[src/rtl/sample_stream_sink.sv]
// rtl/sample_stream_sink.sv - periodic sample requester and MSB-first serialiser
//
// Once per DIV-cycle period (while en=1) the sink strobes generate_next_sample,
// waits up to TIMEOUT cycles for new_sample_ready, then shifts the 16-bit
// sample out on sdata, MSB first, with sync marking the MSB cycle. If the
// producer misses the window, the previous sample is repeated and the sticky
// underrun flag is raised.
//
// Ports:
//   clk                  - single clock, rising edge
//   reset                - asynchronous, active-low
//   en                   - enables periodic sample requests
//   generate_next_sample - one-cycle request strobe to the producer
//   new_sample_ready     - producer strobe, sample_in valid in the same cycle
//   sample_in[15:0]      - signed sample from the producer
//   clr_underrun         - clears the sticky underrun flag
//   sdata                - serial sample bit, MSB first
//   sync                 - high during the MSB cycle of each frame
//   underrun             - sticky flag: a request timed out
//   sample_count[7:0]    - number of accepted samples (wraps)
//   last_sample[15:0]    - most recently accepted sample

module sample_stream_sink #(
    parameter int DIV     = 32,
    parameter int TIMEOUT = 8
) (
    input  logic        clk,
    input  logic        reset,
    input  logic        en,
    output logic        generate_next_sample,
    input  logic        new_sample_ready,
    input  logic [15:0] sample_in,
    input  logic        clr_underrun,
    output logic        sdata,
    output logic        sync,
    output logic        underrun,
    output logic [7:0]  sample_count,
    output logic [15:0] last_sample
);

    localparam int PW = (DIV > 1) ? $clog2(DIV) : 1;
    localparam int WW = (TIMEOUT > 1) ? $clog2(TIMEOUT + 1) : 1;

    typedef enum logic [1:0] {
        IDLE  = 2'd0,
        REQ   = 2'd1,
        WAIT  = 2'd2,
        SHIFT = 2'd3
    } state_t;

    state_t      state_q;
    logic [PW-1:0] per_q;
    logic [PW-1:0] per_d;
    logic [WW-1:0] wait_q;
    logic [3:0]  bit_q;
    logic [15:0] shift_q;
    logic [15:0] last_q;
    logic [7:0]  count_q;
    logic        underrun_q;
    logic        gen_q;
    logic        sdata_q;
    logic        sync_q;

    logic        accept;
    logic        timeout;
    logic [15:0] frame_word;

    // Period counter free-runs only while enabled so that re-enabling always
    // starts a fresh period with an immediate request.
    always_comb begin
        per_d = per_q;
        if (!en) begin
            per_d = '0;
        end else if (per_q == PW'(DIV - 1)) begin
            per_d = '0;
        end else begin
            per_d = per_q + 1'b1;
        end
    end

    always_ff @(posedge clk or negedge reset) begin
        if (!reset) begin
            per_q <= '0;
        end else begin
            per_q <= per_d;
        end
    end

    // Ready is checked before the timeout so a strobe in the final WAIT
    // cycle is still accepted.
    always_comb begin
        accept     = ((state_q == REQ) || (state_q == WAIT)) && new_sample_ready;
        timeout    = (state_q == WAIT) && !new_sample_ready &&
                     (wait_q == WW'(TIMEOUT - 1));
        frame_word = accept ? sample_in : last_q;
    end

    always_ff @(posedge clk or negedge reset) begin
        if (!reset) begin
            state_q    <= IDLE;
            wait_q     <= '0;
            bit_q      <= '0;
            shift_q    <= '0;
            last_q     <= '0;
            count_q    <= '0;
            underrun_q <= 1'b0;
            gen_q      <= 1'b0;
            sdata_q    <= 1'b0;
            sync_q     <= 1'b0;
        end else begin
            gen_q <= 1'b0;

            // Clear first; a coinciding timeout below overrides it.
            if (clr_underrun) begin
                underrun_q <= 1'b0;
            end

            if (accept || timeout) begin
                // Present the MSB immediately so the first bit appears the
                // cycle after the sample is taken.
                state_q <= SHIFT;
                shift_q <= {frame_word[14:0], 1'b0};
                sdata_q <= frame_word[15];
                sync_q  <= 1'b1;
                bit_q   <= '0;
                if (accept) begin
                    last_q  <= sample_in;
                    count_q <= count_q + 8'd1;
                end else begin
                    underrun_q <= 1'b1;
                end
            end else begin
                case (state_q)
                    IDLE: begin
                        sdata_q <= 1'b0;
                        sync_q  <= 1'b0;
                        if (en && (per_q == '0)) begin
                            state_q <= REQ;
                            gen_q   <= 1'b1;
                        end
                    end
                    REQ: begin
                        state_q <= WAIT;
                        wait_q  <= '0;
                    end
                    WAIT: begin
                        wait_q <= wait_q + 1'b1;
                    end
                    SHIFT: begin
                        sync_q <= 1'b0;
                        if (bit_q == 4'd15) begin
                            state_q <= IDLE;
                            sdata_q <= 1'b0;
                        end else begin
                            bit_q   <= bit_q + 4'd1;
                            sdata_q <= shift_q[15];
                            shift_q <= {shift_q[14:0], 1'b0};
                        end
                    end
                    default: begin
                        state_q <= IDLE;
                    end
                endcase
            end
        end
    end

    assign generate_next_sample = gen_q;
    assign sdata                = sdata_q;
    assign sync                 = sync_q;
    assign underrun             = underrun_q;
    assign sample_count         = count_q;
    assign last_sample          = last_q;

endmodule

[config.mk]
export PLATFORM = sky130hd
export DESIGN_NAME = sample_stream_sink
export DESIGN_NICKNAME = d
export VERILOG_FILES = /design/src/rtl/sample_stream_sink.sv
export SDC_FILE = /design/constraint.sdc
export NUM_CORES = 1
export LEC_CHECK = 0
export ABC_AREA = 0
export BUFFER_PORTS_ARGS = -buffer_cell sky130_fd_sc_hd__buf_2
export CAP_MARGIN = 25
export CELL_PAD_IN_SITES_DETAIL_PLACEMENT = 0
export CELL_PAD_IN_SITES_GLOBAL_PLACEMENT = 1
export CORE_ASPECT_RATIO = 0.5
export CORE_MARGIN = 8
export CORE_UTILIZATION = 40
export CTS_BUF_LIST = sky130_fd_sc_hd__clkbuf_4 sky130_fd_sc_hd__clkbuf_8 sky130_fd_sc_hd__clkbuf_16
export CTS_CLUSTER_DIAMETER = 60
export DETAILED_ROUTE_END_ITERATION = 16
export PLACE_DENSITY_LB_ADDON = 0.05
export SETUP_SLACK_MARGIN = 0.1
export SLEW_MARGIN = 30
export SYNTH_ARGS = -nofsm -noshare
export SYNTH_HDL_FRONTEND = slang
export SYNTH_SLANG_ARGS = --single-unit
[constraint.sdc]
create_clock -name clk -period 2.5 [get_ports clk]
set_input_delay 0.5 -clock clk [delete_from_list [all_inputs] [get_ports clk]]
set_output_delay 0.5 -clock clk [all_outputs]
set_load 0.01 [all_outputs]
==> results of run 1 <==
cells in the mapped netlist, drive strengths merged (6+ instances only):
master	n
o21ai	22
inv	6
nor2	10
buf	11
nand3	8
ha	10
xnor2	8
a22oi	15
a2bb2oi	15
dfrtp	58
and3	6
nand2	66
power by group:
group          total (mW)  switching (mW)  internal (mW)
sequential           1.65           0.309           1.34
clock                1.18           0.412          0.769
combinational        1.93            1.06          0.872
layout make-up:
cell class / instances / share of cell area, %
sequential: 58 / 42.9
multi-input combinational: 190 / 36.4
clock buffer: 14 / 8.32
timing repair buffer: 52 / 7.99
tap: 92 / 3.40
inverter: 6 / 0.666
clock inverter: 2 / 0.296
critical path, stage by stage, from the launching register on:
cell and delay (ns):
dfrtp_1 0.37, inv_1 0.09, ha_1 0.34, and2_1 0.27, buf_4 0.23, a22oi_1 0.35, a2bb2oi_2 0.09
state kept, by name, indices dropped and copies added (netlist names):
name,flops
bit_q,4
generate_next_sample,1
last_sample,16
per_q,5
sample_count,8
sdata,1
shift_q,15
state_q,2
sync,1
underrun,1
wait_q,4
per-stage QoR:
stage          std cells  hold slack, ns  util, %  instance area (um2)  setup slack (ns)
5_1_grt              414           0.373     50.5                 3380             0.528
3_3_place_gp         398           0.460     46.1                 3090             0.721
2_1_floorplan        266           0.204        -                 2770             0.901
4_1_cts              414           0.344     50.5                 3380             0.657
3_5_place_dp         398           0.464     46.1                 3090             0.665
6_report             414           0.307     50.5                 3380             0.637
worst paths after layout:
kind	slack [ns]	endpoint	cells past startpoint
worst max register to register	0.64	shift_q[14]	6
worst max-delay path	0.64	shift_q[14]	6
min in group clk	0.36	underrun	2
worst min-delay path	0.31	sample_count[0]	2
worst min register to register	0.47	sample_count[7]	1
max in group asynchronous	1.68	generate_next_sample	2
cells by family (layout without fill, tap and decap cells):
kind of cell,count (synthesis),in the layout,share of synthesized area (%)
DFF,58,58,52.4
buffers and inverters,18,74,3.16
xor gates and xnor gates,12,12,3.79
AOI/OAI and AO/OA,65,65,18.7
adders and majority gates,10,10,4.51
muxes,1,1,0.406
and+or+nand+nor,102,102,17.1
metal layers:
layer	track usage [%]	wire (um)
met1	18.3	3240
met5	0	0
met4	5.55	63
met2	19.6	2690
met3	6.26	367
==> metrics.yaml, run 1 <==
outcome: "completed"
synth_area_leader_cell: "dfrtp_1"
antenna_found_initial: 0
wl_per_cell_um: 15.4
synth_flop_cell: "dfrtp_1"
grt-ovfl-total: 0
initial_core_util_pct: 41.4
postSynthCellCount: 266
max_slew_margin_pct: 50.3
die_height_um: 74.9
layout_commonest_cell: "nand2_1"
htreeDepth: 3
critPathLaunchType: "register"
ctsResizeCount: 0
grt_setup_unrepaired: "no"
ys_seq_area_share_pct: 52.4
multi_input_area_mm2: 0.00123
synth.area.top_cells: "dfrtp_1 (52%), nand2_1 (8.7%), a2bb2oi_2 (5.4%)"
area_delta_synth_final_pct: 22.1
finalCritPeriodShare_pct: 74.5
cts_hold_buf: 0
num_vias: 2101
drive_above_1_share_pct: 26.4
dpl.hpwl_um: 4440
ios: 49
die_x_um: 134
gp_congestion: 0.803
cts_tree: "yes"
grt_pass1_wl_um: 10600
tightest_slew_ns: 0.746
num_antenna_cells: 0
clock.fmax_ghz: 0.537
cts-root-buf: "clkbuf_16"
cts_setup_buffers: 0
regToRegStartpoint: "state_q[0]"
syn_area_per_cell_um2: 10.4
ant_nets: 0
syn-cell-area_mm2: 0.00277
clock-sinks: 58
power_density_mw_per_mm2: 1410
cp.required_ns: 2.70
remaining_drc_errors: 0
ys_seq_elements: 58
cp.arrival_ns: 2.06
clock_path_buffers: 2
setup_viol: 0
hold_viol_final: 0
synth-edff-count: 0
dieArea_mm2: 0.0100
drt_first_iter_violations: 95
cp-startpoint: "state_q[0]"
synth_cell_types: 36
fin_skew_ns: 0.00393
crit_fanout: 12
max_cap_violations: 0
final_cell_mix: "nand2_1 (64), dfrtp_1 (58), buf_2 (48)"
nFillCells: 649
grt_pass1_vias: 2085
num_rows: 21
track_usage_pct: 13.9
clkTransAtPathRegs_ns: 0.05
vdd_drop_max_mv: 0.502
port_buffers: 48
leakagePower_nw: 1.65
fin_crit_ns: 1.86
path_class: "register to register"
total_power_mw: 4.76
slew_violations: 0
grt_max_degree: 59
endpoint_kind: "register"
register_area_mm2: 0.00145
synth_top_area_share_pct: 52.4
numCtsBuffers: 9
fin_nets: 348
synth_warnings: 0
async_reset_ff_share_pct: 100
wl_um: 6370
drt_first_pass_iters: 5
hold_path_class: "input port to async pin"
coreArea_mm2: 0.00670
clock_latency_ns: 0.33
viasPerCell: 5.07
synthesis.nets: 297
fin_setup_tns_ns: 0
(Power assumes the default switching activity.)
==> run 2: changes to the inputs <==
==> constraint.sdc (replaced) <==
create_clock -name clk -period 1.74 [get_ports clk]
set_input_delay 0.348 -clock clk [delete_from_list [all_inputs] [get_ports clk]]
set_output_delay 0.348 -clock clk [all_outputs]
set_load 0.01 [all_outputs]
==> metrics.yaml, run 2 (same netlist as run 1, synthesis figures left out) <==
viasPerCell: 5.07
die_height_um: 74.9
crit_fanout: 4
wl_um: 6520
r2r_cells: 6
clock_latency_ns: 0.33
wl_per_cell_um: 15.1
grt_pass1_wl_um: 11000
endpoint_kind: "register"
slowest_delay_ns: 0.39
outcome: "finished, violations left"
hold_slack_ns: -0.00368
critPathLaunchType: "register"
r2r_slack_ns: 0.15
path_buf_inv: 2
register_area_mm2: 0.00145
clock.fmax_ghz: 0.627
crit_chain: "inv_2, ha_4, buf_4, nor2b_2, o21ai_2, mux2_4"
dr_wl_met3_um: 414
num_antenna_cells: 0
fin_nets: 365
fin_setup_tns_ns: 0
crit_family: "flip-flops"
remaining_drc_errors: 0
hold_viol_final: 2
hold_path_class: "input port to async pin"
total_power_mw: 7.40
fin_area_mm2: 0.00365
place_inst: 409
nFillCells: 600
routed-wl-met2_um: 2680
finish.utilization_pct: 54.5
ant_nets: 0
num_vias: 2185
num_rows: 21
fin_skew_ns: 0.00689
tightest_slew_ns: 0.333
initial_core_util_pct: 41.4
final_cell_mix: "nand2_1 (63), dfrtp_1 (58), buf_2 (48)"
clock-sinks: 58
dpl.hpwl_um: 4390
power_density_mw_per_mm2: 2030
htreeDepth: 3
critical_path.slowest_cell: "dfrtp_1"
port_buffers: 48
wl_met1_um: 3330
cts_tree: "yes"
drt_first_pass_iters: 4
cp.arrival_ns: 1.80
crit_cells: 6
largest_register_ffs: 16
cp.required_ns: 1.95
vdd_drop_max_mv: 0.673
multi_input_area_mm2: 0.00133
grt_max_degree: 59
drt_first_iter_violations: 122
cts-root-buf: "clkbuf_16"
gp_congestion: 0.742
clkTransAtPathRegs_ns: 0.05
ios: 49
drive_above_1_share_pct: 33.9
slew_violations: 0
max_slew_margin_pct: 77.8
layout_commonest_cell: "nand2_1"
regToRegStartpoint: "state_q[0]"
placed_area_mm2: 0.00321
clock_path_buffers: 2
area_delta_synth_final_pct: 31.7
grt_pass1_vias: 2202
violations: "negative hold slack"
path_class: "register to register"
leakagePower_nw: 1.76
fin_crit_ns: 1.59
die_x_um: 134
place_ws_ns: 0.0323
max_cap_violations: 0
dieArea_mm2: 0.0100
grt_setup_unrepaired: "yes"
highest_layer: "met4"
finalCritPeriodShare_pct: 91.7
setup_viol: 0
setup_slack_ns: 0.145
grt-ovfl-total: 0
track_usage_pct: 14.1
coreArea_mm2: 0.00670
numCtsBuffers: 9
fin_cells: 431
antenna_found_initial: 0
r2r_end: "wait_q[0]"
## run 2: changes by cell type in the layout (fill, tap and decap cells not counted), sizes merged
| cell | previous run | this run |
|---|---|---|
| buf | 52 | 68 |
| o21a | 1 | 2 |
## run 2: area by class of cell
| cell class | instances | share of cell area [%] |
|---|---|---|
| clock buffer | 14 | 7.71 |
| clock inverter | 2 | 0.274 |
| inverter | 6 | 0.617 |
| multi-input combinational | 191 | 36.3 |
| sequential | 58 | 39.8 |
| tap | 92 | 3.15 |
| timing repair buffer | 68 | 12.2 |
## run 2: worst max path at each step
stage,startpoint,endpoint,slack [ns]
4_1_cts,state_q[0],wait_q[3],0.05
3_3_place_gp,state_q[0],wait_q[3],0.06
3_5_place_dp,state_q[0],wait_q[0],0.03
5_1_grt,state_q[0],shift_q[9],0.07
6_report,state_q[0],wait_q[0],0.15
2_1_floorplan,state_q[0],wait_q[0],0.14
## run 2: what timing repair did
action,CTS,global route
resized for setup,8,20
pin swaps,0,4
gates cloned,1,0
hold buffers,0,0
endpoints found under the setup margin,25,26
buffers inserted,2,3
hold endpoints to repair,0,0
## run 2: power by group
part | leakage [nW] | switching [mW] | internal [mW]
registers | 0.723 | 0.430 | 1.92
clock network | 0.149 | 0.586 | 1.11
logic | 0.888 | 1.70 | 1.66
total | 1.76 | 2.72 | 4.68
## run 2: routing by layer
metal	up-vias	global-route usage, %
met5	-	0
met4	0	5.92
met3	9	7.12
met2	47	19.7
met1	1053	18.0
li1	1076	-
==> run 3: changes to the inputs <==
==> constraint.sdc (replaced) <==
create_clock -name clk -period 1.75 [get_ports clk]
set_input_delay 0.35 -clock clk [delete_from_list [all_inputs] [get_ports clk]]
set_output_delay 0.35 -clock clk [all_outputs]
set_load 0.01 [all_outputs]
==> metrics.yaml, run 3 (same netlist as run 1, synthesis figures left out) <==
outcome: "completed"
r2r_end: "shift_q[3]"
path_class: "register to register"
cts_tree: "yes"
gp_congestion: 0.720
grt_max_degree: 59
cp.required_ns: 1.99
cp.arrival_ns: 1.83
cts_hold_buf: 0
p_int_mw: 4.64
track_usage_pct: 13.6
wl_per_cell_um: 15.3
r2r_slack_ns: 0.16
setup_viol: 0
clock.fmax_ghz: 0.629
fin_nets: 367
hold_path_class: "input port to async pin"
drive_above_1_share_pct: 34.0
drt_first_iter_violations: 107
antenna_found_initial: 0
die_x_um: 134
num_vias: 2167
tightest_slew_ns: 0.327
dieArea_mm2: 0.0100
htreeDepth: 3
die_height_um: 74.9
port_buffers: 48
seqPwrFrac_pct: 31.8
clock-sinks: 58
p_sw_share_pct: 37.3
numCtsBuffers: 9
vdd_drop_max_mv: 0.720
area_delta_synth_final_pct: 32.6
fin_setup_tns_ns: 0
nFillCells: 621
remaining_drc_errors: 0
layout_commonest_cell: "nand2_1"
combPwrFrac_pct: 45.6
grt-ovfl-total: 0
coreArea_mm2: 0.00670
num_antenna_cells: 0
final_cell_mix: "nand2_1 (63), dfrtp_1 (58), buf_2 (48)"
drt_first_pass_iters: 4
grt_pass1_vias: 2071
hold_viol_final: 0
clock_path_buffers: 2
finalCritPeriodShare_pct: 90.9
cts-root-buf: "clkbuf_16"
total_power_mw: 7.40
largest_register_ffs: 16
initial_core_util_pct: 41.4
num_rows: 21
clkTransAtPathRegs_ns: 0.05
slew_violations: 0
fin_crit_ns: 1.59
clock_latency_ns: 0.33
leakagePower_nw: 1.77
dpl.hpwl_um: 4380
crit_fanout: 8
endpoint_kind: "register"
max_slew_margin_pct: 78.2
r2r_cells: 5
wl_um: 6610
p_switching_mw: 2.76
grt_setup_unrepaired: "yes"
grt_pass1_wl_um: 10600
fin_skew_ns: 0.00559
max_cap_violations: 0
ant_nets: 0
power_density_mw_per_mm2: 2010
pwr-share-clk_pct: 22.6
regToRegStartpoint: "wait_q[0]"
critPathLaunchType: "register"
ios: 49
viasPerCell: 5.00
run 3: cell count changes in the layout (fill, tap and decap cells not counted), sizes merged:
| cell | previous run | this run |
|---|---|---|
| nand2 | 66 | 67 |
| o21a | 2 | 3 |
run 3: critical path, stage by stage (launching register included):
cell       delay, ns
dfrtp_1         0.38
ha_1            0.25
nand4b_4        0.24
o21a_4          0.35
nand2_8         0.11
a2bb2oi_1       0.18
run 3: worst max-delay path by stage:
stage	startpoint	end	slack [ns]	depth (start not counted)
floorplan	state_q[0]	wait_q[0]	0.15	5
global placement	state_q[0]	state_q[0]	0.08	6
detailed placement	state_q[0]	wait_q[3]	0.01	6
CTS	state_q[0]	state_q[1]	0.09	6
global route	state_q[0]	state_q[1]	0.08	8
finish	wait_q[0]	shift_q[3]	0.16	5
run 3: area by class of cell:
cell class,count,area [um2],share of cell area (%)
Clock inverter,2,10.0,0.272
Tap cell,92,115,3.13
Inverter,6,22.5,0.613
Clock buffer,14,282,7.66
Multi-Input combinational cell,193,1360,37.1
Sequential cell,58,1450,39.5
Timing Repair Buffer,68,432,11.7
run 3: through the flow:
step	hold WS [ns]	cells	utilization (%)	setup WS (ns)	cell area [um2]
3_5_place_dp	0.379	412	48.3	0.0122	3230
6_report	0.0157	433	54.9	0.160	3680
3_3_place_gp	0.379	412	48.3	0.0836	3230
4_1_cts	0.0269	431	53.3	0.0918	3570
5_1_grt	0.0467	433	54.9	0.0830	3680
2_1_floorplan	0.0544	266	-	0.151	2770
run 3: power by group through the flow:
stage,clock (mW),sequential (mW),combinational [mW]
after floorplan,0,2.39,2.01
after global placement,0,2.33,2.98
after detailed placement,0,2.34,3.03
after CTS,1.72,2.33,3.18
final,1.67,2.35,3.38
after global routing,1.77,2.43,3.71
run 3: metal layers:
metal	vias to the layer above	share of wire (%)	routed length (um)	track usage (%)
li1	1079	-	-	-
met1	1037	52	3460	18.4
met2	42	41	2730	19.0
met3	9	5.0	330	5.19
met4	0	1.3	85	5.92
met5	-	0	0	0
run 3: repair_timing:
item,4_1_cts,5_1_grt
pin swaps,0,2
resized for setup,6,22
cloned,2,1
endpoints found under the hold margin,0,0
setup buffers,1,1
endpoints found under the setup margin,20,22
